===== src/rtl/seq_pkg.sv =====
// Shared FSM state encoding and default geometry for the serial sequence generator.
package seq_pkg;

  typedef enum logic [1:0] {
    IDLE  = 2'b00,
    SHIFT = 2'b01,
    GAP   = 2'b10,
    DONE  = 2'b11
  } state_t;

  localparam int DEF_WIDTH = 8;
  localparam int DEF_LEN_W = 4;

endpackage


===== src/rtl/seq_shift_reg.sv =====
// Loadable MSB-first parallel-in/serial-out register; dout is the current MSB.
// Load wins over shift; zeros are shifted in at the bottom.
module seq_shift_reg
  import seq_pkg::*;
#(
  parameter int WIDTH = DEF_WIDTH
) (
  input  logic             clock,
  input  logic             reset,
  input  logic             load,
  input  logic             shift,
  input  logic [WIDTH-1:0] din,
  output logic             dout
);

  logic [WIDTH-1:0] sr;

  always_ff @(posedge clock) begin
    if (!reset) begin
      sr <= '0;
    end else if (load) begin
      sr <= din;
    end else if (shift) begin
      sr <= {sr[WIDTH-2:0], 1'b0};
    end
  end

  assign dout = sr[WIDTH-1];

endmodule


===== src/rtl/sequence_generator.sv =====
// Serialises a captured pattern MSB-first, repeated repeats+1 times with idle gaps between frames.
// First bit appears the cycle after the accepting edge; start is only taken while ready (IDLE).
module sequence_generator
  import seq_pkg::*;
#(
  parameter int WIDTH = DEF_WIDTH,
  parameter int LEN_W = DEF_LEN_W
) (
  input  logic             clock,
  input  logic             reset,
  input  logic             start,
  input  logic [WIDTH-1:0] pattern,
  input  logic [LEN_W-1:0] length,
  input  logic [3:0]       repeats,
  input  logic [3:0]       gap,
  output logic             ready,
  output logic             sequence_out,
  output logic             out_valid,
  output logic             done
);

  localparam int CW = $clog2(WIDTH + 1);

  state_t           state;
  logic [CW-1:0]    len_clamp;
  logic [CW-1:0]    len_q;
  logic [CW-1:0]    bit_cnt;
  logic [3:0]       frm_cnt;
  logic [3:0]       gap_q;
  logic [3:0]       gap_cnt;
  logic [WIDTH-1:0] din_aligned;
  logic [WIDTH-1:0] pat_q;
  logic [WIDTH-1:0] sr_din;
  logic             sr_load;
  logic             sr_shift;
  logic             sr_dout;

  always_comb begin
    if (length == '0 || 32'(length) > WIDTH) begin
      len_clamp = CW'(WIDTH);
    end else begin
      len_clamp = CW'(length);
    end
  end

  // Left-justify the frame so its first bit sits at the register MSB.
  assign din_aligned = pattern << (CW'(WIDTH) - len_clamp);

  always_comb begin
    sr_load  = 1'b0;
    sr_shift = 1'b0;
    sr_din   = pat_q;
    if (reset) begin
      case (state)
        IDLE: begin
          if (start) begin
            sr_load = 1'b1;
            sr_din  = din_aligned;
          end
        end
        SHIFT: begin
          if (bit_cnt != '0) begin
            sr_shift = 1'b1;
          end else if (frm_cnt != 4'd0 && gap_q == 4'd0) begin
            sr_load = 1'b1;
          end
        end
        GAP: begin
          if (gap_cnt == 4'd1) begin
            sr_load = 1'b1;
          end
        end
        default: ;
      endcase
    end
  end

  seq_shift_reg #(.WIDTH(WIDTH)) u_shift_reg (
    .clock (clock),
    .reset (reset),
    .load  (sr_load),
    .shift (sr_shift),
    .din   (sr_din),
    .dout  (sr_dout)
  );

  // bit_cnt holds the number of bits still to follow the one currently on the wire.
  always_ff @(posedge clock) begin
    if (!reset) begin
      state   <= IDLE;
      len_q   <= '0;
      bit_cnt <= '0;
      frm_cnt <= 4'd0;
      gap_q   <= 4'd0;
      gap_cnt <= 4'd0;
      pat_q   <= '0;
    end else begin
      case (state)
        IDLE: begin
          if (start) begin
            pat_q   <= din_aligned;
            len_q   <= len_clamp;
            bit_cnt <= len_clamp - 1'b1;
            frm_cnt <= repeats;
            gap_q   <= gap;
            state   <= SHIFT;
          end
        end
        SHIFT: begin
          if (bit_cnt != '0) begin
            bit_cnt <= bit_cnt - 1'b1;
          end else if (frm_cnt != 4'd0) begin
            frm_cnt <= frm_cnt - 4'd1;
            if (gap_q != 4'd0) begin
              gap_cnt <= gap_q;
              state   <= GAP;
            end else begin
              bit_cnt <= len_q - 1'b1;
            end
          end else begin
            state <= DONE;
          end
        end
        GAP: begin
          if (gap_cnt == 4'd1) begin
            bit_cnt <= len_q - 1'b1;
            state   <= SHIFT;
          end else begin
            gap_cnt <= gap_cnt - 4'd1;
          end
        end
        DONE: begin
          state <= IDLE;
        end
        default: begin
          state <= IDLE;
        end
      endcase
    end
  end

  assign ready        = (state == IDLE);
  assign out_valid    = (state == SHIFT);
  assign sequence_out = (state == SHIFT) && sr_dout;
  assign done         = (state == DONE);

endmodule


===== config.mk =====
export PLATFORM = sky130hd
export DESIGN_NAME = sequence_generator
export DESIGN_NICKNAME = d
export VERILOG_FILES = /design/src/rtl/seq_pkg.sv /design/src/rtl/seq_shift_reg.sv /design/src/rtl/sequence_generator.sv
export SDC_FILE = /design/constraint.sdc
export NUM_CORES = 1
export LEC_CHECK = 0
export ABC_AREA = 0
export CORE_UTILIZATION = 30
export DETAILED_ROUTE_END_ITERATION = 12
export PLACE_DENSITY = 0.46
export SYNTH_ARGS = -nofsm -noshare
export SYNTH_HDL_FRONTEND = slang
export SYNTH_SLANG_ARGS = --single-unit

===== constraint.sdc =====
create_clock -name clock -period 2.3 [get_ports clock]
set_input_delay 0.345 -clock clock [delete_from_list [all_inputs] [get_ports clock]]
set_output_delay 0.345 -clock clock [all_outputs]
set_load 0.01 [all_outputs]

Yosys cells after proc, flatten, opt, wreduce, memory -nomap -nowiden
Cells that the tools add are included.
Word-level totals
  logic and storage cells: 82
  input bits: 23
  flip-flop bits (word level): 38
Cells by class
  eq/ne operators: 13
  reduce and logical (&&, ||, !) cells: 18
  add/sub/neg operators: 6
  $lt $le $gt $ge: 1
  multiplexer cells: 35
  shifts and indexed selects: 1
Operators by type and width (count)
  4-bit two-way mux: 13
  8-bit two-way mux: 4
  4-bit by 1-bit subtractor with 4-bit output, second input constant: 5
  4-bit case mux with 2 select lines: 2
  4-bit case mux with 3 select lines: 1
  4-bit nonzero test: 3
  2-bit two-way mux: 5
  5-bit AND reduction: 2
  4-bit logical NOT: 2
  1-bit two-way mux: 8
  2-bit != test, second input constant: 4
  2-bit case mux with 4 select lines: 1
  4-bit AND reduction: 2
  8-bit by 4-bit left shift with 8-bit output: 1
  2-bit nonzero test: 3
  2-bit equality test, second input constant: 2
  4-bit by 1-bit equality test with 1-bit output, second input constant: 1
  4-bit > comparator, second input constant: 1
  2-bit by 1-bit != test with 1-bit output, second input constant: 2
  4-bit subtractor, first input constant: 1
  3-bit by 1-bit != test with 1-bit output, second input constant: 1
  3-bit by 2-bit != test with 1-bit output, second input constant: 1
  3-bit != test, second input constant: 1
  1-bit case mux with 3 select lines: 1
  6 further kinds: 7

Depth between registers and ports, before layout
Gate-level depths: netlist (run 1).
  word-level depth: 8
  gate-level depth with buffers: 10
  mapped depth without buffers: 8

By module
Synthesis (run 1) repeated with hierarchy kept, for this count alone.
Unflattened totals
  cells, all modules: 312
  area total of the unflattened synthesis: 2532.4 um^2
Modules (own cells, without submodules)
  sequence_generator: instances 1, cells an instance 277, area each 2113.3 um^2, sequential area each 600.6 um^2
  seq_shift_reg: instances 1, cells an instance 35, area each 419.2 um^2, sequential area each 160.2 um^2

Worst setup path after synthesis (run 1)
OpenSTA, ideal clock, no wires.
  kind: input to register
  from: input length[0]
  to: register u_shift_reg.sr[7]
  required time: 2.242 ns
  path slack: -0.038 ns
  stages: 9
  arrival time: 2.280 ns
  library setup time: 0.058 ns
  path through: nor2b_1 buf_2 clkinv_1 ha_1 buf_2 mux2i_1 mux4_2 a21oi_1 o211a_1
Between the ends
  cells in the longest elaborated chain, start to end: 8
  elaborated cells between the ends (all ways): 9
  classes of those cells: add/sub (1); order compare (1); shift (1); mux (4); reduce/logical (2)
Ends and longest elaborated chain
  from (decl): line sequence_generator.sv:13  | input logic [LEN_W-1:0] length,
  4-bit > comparator or 4-bit logical NOT (tied branches): line sequence_generator.sv:39  | if (length == '0 || 32'(length) > WIDTH) begin
  1-bit logical OR: line sequence_generator.sv:39
  4-bit two-way mux *: line sequence_generator.sv:39
  4-bit subtractor *: line sequence_generator.sv:47  | assign din_aligned = pattern << (CW'(WIDTH) - len_clamp);
  8-bit by 4-bit left shift with 8-bit output *: line sequence_generator.sv:47
  8-bit two-way mux * (2 in series)
  8-bit two-way mux *: line seq_shift_reg.sv:21  | end else if (load) begin
  to (signal assigned): line seq_shift_reg.sv:22  | sr <= din;
  to (signal assigned): line seq_shift_reg.sv:24  | sr <= {sr[WIDTH-2:0], 1'b0};
  to (decl): line seq_shift_reg.sv:16  | logic [WIDTH-1:0] sr;
Mark *: on every way between the ends. The rest lies on a longest branch, timed or not.
A chain may end at the register's enable or synchronous reset.

Worst setup path after layout (run 1)
  from: input length[0]
  to: register u_shift_reg.sr[5]
The elaborated chain is that of the path after synthesis.

==> results_dict.tcl, run 1 <==
set metrics [dict create \
    crit_required_ps 2460 \
    die_x_um 91.5 \
    io_pins 27 \
    gr-total-overflow 0 \
    grt_pass1_wl_um 9850 \
    dpl_cell_area_mm2 0.00289 \
    ys_warn_count 0 \
    clkSinkCount 38 \
    grt_pass1_vias 2005 \
    power.leakage_nw 1.22 \
    stdcell_area_mm2 0.00300 \
    rsz0062_at_grt "false" \
    synth_nets 316 \
    p_per_area_mw_per_mm2 1060 \
    drive_gt1_share_pct 18.5 \
    drt_wl_total_um 5990 \
    yosysSeqAreaShare_pct 31.7 \
    worst_setup_path_end_kind "flip-flop" \
    cts_made_buffers 5 \
    netlist_area_mm2 0.00240 \
    clk_latency_ps 290 \
    viasPerCell 4.99 \
    ir_drop_v 0.000346 \
    cts_tree "done" \
    dp_cells 423 \
    drt_iter0_drc 71 \
    core-area_mm2 0.00773 \
    period_share_pct 95.5 \
    slew_headroom_pct 63.9 \
    initial_core_util_pct 31.1 \
    worst_slew_pin_slew_ps 541 \
    ys_dominant_reg_cell "dfxtp_1" \
    clockRootBuffer "clkbuf_8" \
    drv_slew 0 \
    place_ws_ps -378 \
    via_count 2150 \
    antenna_left 0 \
    ys_async_sr_fraction_pct 0 \
    n_antenna_cell 0 \
    hold_class "reg2reg" \
    numPortBuffers 26 \
    clock_path_buffers 2 \
    startpoint_type "input pin" \
    crit_fanout 2 \
    antenna_found_initial 0 \
    drc 0 \
    min_period_ps 2200 \
    criticalPathCategory "in2reg" \
    grt_usage_pct 14.9 \
    fin_nets 361 \
    setup_tns_ps 0 \
    stdcell_count 431 \
    h-tree-depth 2 \
    maxCapViolations 0 \
    synth_edf_count 0 \
    hold_viol_final 0 \
    status "finished clean" \
    setup_ws_ps 104 \
    post_drt_wl_per_cell_um 13.9 \
    clk_pin_slew_ps 70 \
    row_count 32 \
    crit_arrival_ps 2350 \
    dieArea_mm2 0.00837 \
    max_freq_ghz 0.455 \
    area_delta_synth_final_pct 24.8 \
    grt_max_degree 19 \
    setup_viol_count_final 0 \
    dpl.hpwl_um 4510 \
    place.gp.congestion 0.788 \
    holdBufCountCts 0 \
    fin_worst_skew_ps 7.35 \
    drt_first_pass_iters 4 \
    fillers 827 \
    syn_avg_cell_area_um2 8.49 \
    syn_inst 283 \
    die_y_um 91.5 \
    synth_cell_type_count 61 \
    synth_seq_cells 38 \
]
==> cell usage after synthesis, drive strengths merged, types with 7 or more instances <==
cell type | instances | share of area (%)
a21oi | 17 | 3.5
and2 | 8 | 2.2
buf | 7 | 2.0
clkbuf | 8 | 1.9
dfxtp | 38 | 32
ha | 10 | 5.2
inv | 14 | 2.2
mux2i | 19 | 7.9
nand2 | 35 | 5.5
nor2 | 17 | 2.7
nor3 | 10 | 2.1
o21ai | 18 | 3.7
==> area by class of cell <==
type | instances | area (um^2) | area share [%]
sequential | 38 | 761 | 25.4
multi-input combinational | 213 | 1490 | 49.6
timing repair buffer | 54 | 470 | 15.7
clock buffer | 7 | 86.3 | 2.88
tap | 102 | 128 | 4.26
clock inverter | 1 | 5.00 | 0.167
inverter | 16 | 61.3 | 2.04
==> placed cells by master, fill, tap and decap left out, drive strengths merged, types with 2 or more instances in the layout <==
cell type / count
o211ai: 2
clkdlybuf4s50: 26
and2: 8
clkinv: 3
a211oi: 2
inv: 14
nand2: 35
o21ai: 18
or3b: 2
dfxtp: 38
and4bb: 2
xor2: 2
nor2: 17
nand2b: 6
xnor2: 2
a311oi: 2
o32ai: 2
mux2i: 19
or2: 3
nor3b: 4
o2111ai: 2
a21o: 2
o22ai: 4
or3: 2
o31ai: 2
ha: 10
mux2: 5
a31oi: 4
clkbuf: 7
nand3: 3
nor2b: 4
buf: 28
a21oi: 17
nor3: 10
a21boi: 6
a32oi: 2
==> power by group <==
group	switching (mW)	internal, mW	total, mW
sequential	0.121	0.814	0.935
combinational	0.913	0.841	1.75
clock	0.245	0.242	0.487
total	1.28	1.90	3.18
==> final timing paths <==
| path | slack [ps] | start | depth (start not counted) | endpoint |
|---|---|---|---|---|
| setup / recovery | 100 | length[0] | 9 | u_shift_reg.sr[5] |
| hold / removal | 480 | u_shift_reg.sr[0] | 2 | u_shift_reg.sr[0] |
| setup reg to reg | 270 | frm_cnt[0] | 7 | u_shift_reg.sr[1] |
| hold reg to reg | 480 | u_shift_reg.sr[0] | 2 | u_shift_reg.sr[0] |
==> repair_timing <==
item	CTS	global route
setup endpoints to repair	5	9
gates resized for setup	2	3
hold endpoints to repair	0	0
buffers inserted	0	0
cloned	0	0
==> stage by stage <==
step / total power [mW] / util (%) / hold WS (ps)
after floorplan: 2.15 / - / 449
after global placement: 2.72 / 37.4 / 464
after detailed placement: 2.70 / 37.4 / 471
after CTS: 3.21 / 38.7 / 483
after global routing: 3.46 / 38.8 / 507
final: 3.18 / 38.8 / 479
==> critical path, cell delays in order <==
cell and delay [ps]:
clkdlybuf4s50_1 470, nor2b_2 180, clkinv_2 90, ha_4 170, xor2_1 240, mux2_2 370
a221oi_1 240, buf_4 160, o22ai_1 70
==> kinds of logic after synthesis <==
logic type / after synthesis / share of synthesized area, %
simple gates: 100 / 22.3
mux: 25 / 11.2
xor+xnor: 4 / 1.77
buf+inv: 32 / 7.18
fa+ha+maj: 10 / 5.21
compound gates: 74 / 20.7
flops: 38 / 31.7
==> per-layer routing <==
layer  vias to the layer above  routed length, um  track usage [%]
li1                       1103                  -                -
met1                      1009               2870             19.2
met2                        36               2910             25.8
met3                         2                178             2.85
met4                         0                 30             3.17
met5                         -                  0                0
==> registers in the layout (all words and copies together) (netlist names) <==
name,count
pat_q,8
u_shift_reg.sr,8
bit_cnt,4
frm_cnt,4
gap_cnt,4
gap_q,4
len_q,4
state,2
Note: power is estimated with default switching activity, not from simulation.
==> run 2, diff against run 1 <==
--- a/config.mk
+++ b/config.mk
@@ -6,6 +6,7 @@
 export NUM_CORES = 1
 export LEC_CHECK = 0
 export ABC_AREA = 0
+export ABC_CLOCK_PERIOD_IN_PS = 2300
 export CORE_UTILIZATION = 30
 export DETAILED_ROUTE_END_ITERATION = 12
 export PLACE_DENSITY = 0.46
==> results of run 2 <==
The final DEF is identical to that of run 1; final timing and power are the same.
==> run 3, diff against run 2 <==
--- a/config.mk
+++ b/config.mk
@@ -9,7 +9,8 @@
 export ABC_CLOCK_PERIOD_IN_PS = 2300
 export CORE_UTILIZATION = 30
 export DETAILED_ROUTE_END_ITERATION = 12
-export PLACE_DENSITY = 0.46
+export DONT_BUFFER_PORTS = 1
+export PLACE_DENSITY_LB_ADDON = 0.12
 export SYNTH_ARGS = -nofsm -noshare
 export SYNTH_HDL_FRONTEND = slang
 export SYNTH_SLANG_ARGS = --single-unit
==> run 3 against run 2 <==
Compared with the run above: largest power group unchanged; critical endpoint is now u_shift_reg.sr[1]; sequential power barely moved; highest routed layer unchanged; utilization decreased by 3.7 points; hold slack got worse by 310 ps; largest cell class unchanged; sequential share of layout area increased by 2.7 points.
==> results_dict.tcl, run 3 (same netlist as run 1, synthesis figures left out) <==
set metrics [dict create \
    status "finished clean" \
    worst_setup_path_end_kind "flip-flop" \
    maxCapViolations 0 \
    drive_gt1_share_pct 17.0 \
    hold_viol_final 0 \
    comb_power_share_pct 50.4 \
    p_per_area_mw_per_mm2 1220 \
    drc 0 \
    fillers 807 \
    crit_chain "inv_1 -> ha_1 -> and4bb_2 -> a311oi_2 -> or3b_1 -> buf_12 -> mux2i_1 -> and2_1" \
    drv_slew 0 \
    min_path_cells 1 \
    switching_share_pct 39.6 \
    ff2ff_setup_slack_ps 230 \
    min_period_ps 2070 \
    io_pins 27 \
    grt_usage_pct 15.8 \
    slew_headroom_pct 63.6 \
    fin_worst_skew_ps 4.99 \
    max_freq_ghz 0.484 \
    stdcell_count 396 \
    crit_arrival_ps 2270 \
    setup_tns_ps 0 \
    drt_iter0_drc 84 \
    post_drt_wl_per_cell_um 15.6 \
    intPower_mw 2.00 \
    rr_startpoint "state[0]" \
    n_antenna_cell 0 \
    holdBufCountCts 0 \
    setup_viol_count_final 0 \
    postCtsSetupRepairBufs 0 \
    grt_max_degree 29 \
    via_count 1994 \
    hold_class "in2reg" \
    place.gp.congestion 0.765 \
    startpoint_type "flip-flop" \
    pwr-share-clk_pct 21.3 \
    max_stage_delay_ps 430 \
    clk_pin_slew_ps 80 \
    dp_cells 388 \
    mostFrequentLayoutCell "dfxtp_1" \
    clock_path_buffers 2 \
    clk_latency_ps 300 \
    clockRootBuffer "clkbuf_8" \
    criticalPathCategory "reg2reg" \
    p_seq_share_pct 28.4 \
    power.total_mw 3.30 \
    power.leakage_nw 1.10 \
    min_to "u_shift_reg.sr[1]" \
    crit_fanout 10 \
    reg2reg_depth 8 \
    ir_drop_v 0.000393 \
    dpl_cell_area_mm2 0.00257 \
    postLayoutCoreUtil_pct 35.1 \
    hp-start "reset" \
    grt_pass1_vias 2066 \
    row_count 32 \
    stdcell_area_mm2 0.00271 \
    power_switching_mw 1.31 \
    critPathSlowestCell "or3b_1" \
    clkSinkCount 38 \
    dpl.hpwl_um 4530 \
    antenna_found_initial 0 \
    worst_slew_pin_slew_ps 545 \
    area_delta_synth_final_pct 12.9 \
    cts_made_buffers 5 \
    top_regs "pat_q: 8 flops, u_shift_reg.sr: 8 flops" \
    core-area_mm2 0.00773 \
    post_cts_resized 0 \
    antenna_left 0 \
    gr-total-overflow 0 \
    numPortBuffers 0 \
    crit_required_ps 2500 \
    grt_pass1_wl_um 10300 \
    die_x_um 91.5 \
    drt_first_pass_iters 4 \
    h-tree-depth 2 \
    register_area_um2 761 \
    rr_endpoint "u_shift_reg.sr[1]" \
    dieArea_mm2 0.00837 \
    rsz0062_at_grt "false" \
    multiInputGateArea_mm2 0.00147 \
    fin_nets 326 \
    initial_core_util_pct 31.1 \
    die_y_um 91.5 \
    cts_tree "done" \
    drt_wl_total_um 6160 \
    period_share_pct 89.9 \
    viasPerCell 5.04 \
    mostFrequentLayoutCells "dfxtp_1, nand2_1, mux2i_1" \
]
[run 3: worst max-delay path by stage]
stage	end	slack (ps)	cells after the start	start
2_1_floorplan	u_shift_reg.sr[7]	60	9	length[0]
6_report	u_shift_reg.sr[1]	230	8	state[0]
5_1_grt	gap_cnt[1]	100	8	state[1]
3_3_place_gp	u_shift_reg.sr[7]	130	7	length[0]
3_5_place_dp	u_shift_reg.sr[6]	100	8	length[0]
4_1_cts	u_shift_reg.sr[1]	230	8	state[0]
[run 3: layer usage]
layer	track usage (%)	up-vias	part of all wire, %
met2	26.9	32	48
met1	19.8	926	48
li1	-	1028	-
met5	0	-	0
met3	3.18	8	3.3
met4	5.29	0	1.2
[run 3: area by class of cell]
type                            instances  share of cell area, %
Clock buffer                            5                   2.54
Clock inverter                          3                   2.54
Inverter                               16                   2.26
Multi-Input combinational cell        213                   54.2
Sequential cell                        38                   28.0
Tap cell                              102                   4.70
Timing Repair Buffer                   19                   5.72
[run 3: metrics by stage]
step / hold WS, ps / setup slack (ps)
6_report: 164 / 233
5_1_grt: 154 / 97.5
4_1_cts: 156 / 229
3_5_place_dp: 470 / 96.9
3_3_place_gp: 465 / 131
2_1_floorplan: 449 / 63.9
[run 3: worst max-delay path, delay by kind of cell (launching register included)]
kind,cells,cell delay (ps)
AOI/OAI and AO/OA,1,60
muxes,1,100
adders and majority gates,1,310
buffers and inverters,2,250
and+or+nand+nor,3,900
DFF,1,350
[run 3: power by group through the flow]
stage | logic [mW] | registers, mW | clock network, mW
CTS | 1.68 | 0.938 | 0.720
global route | 1.87 | 0.961 | 0.745
finish | 1.66 | 0.938 | 0.702
floorplan | 1.23 | 0.916 | 0
global placement | 1.68 | 0.954 | 0
detailed placement | 1.67 | 0.953 | 0
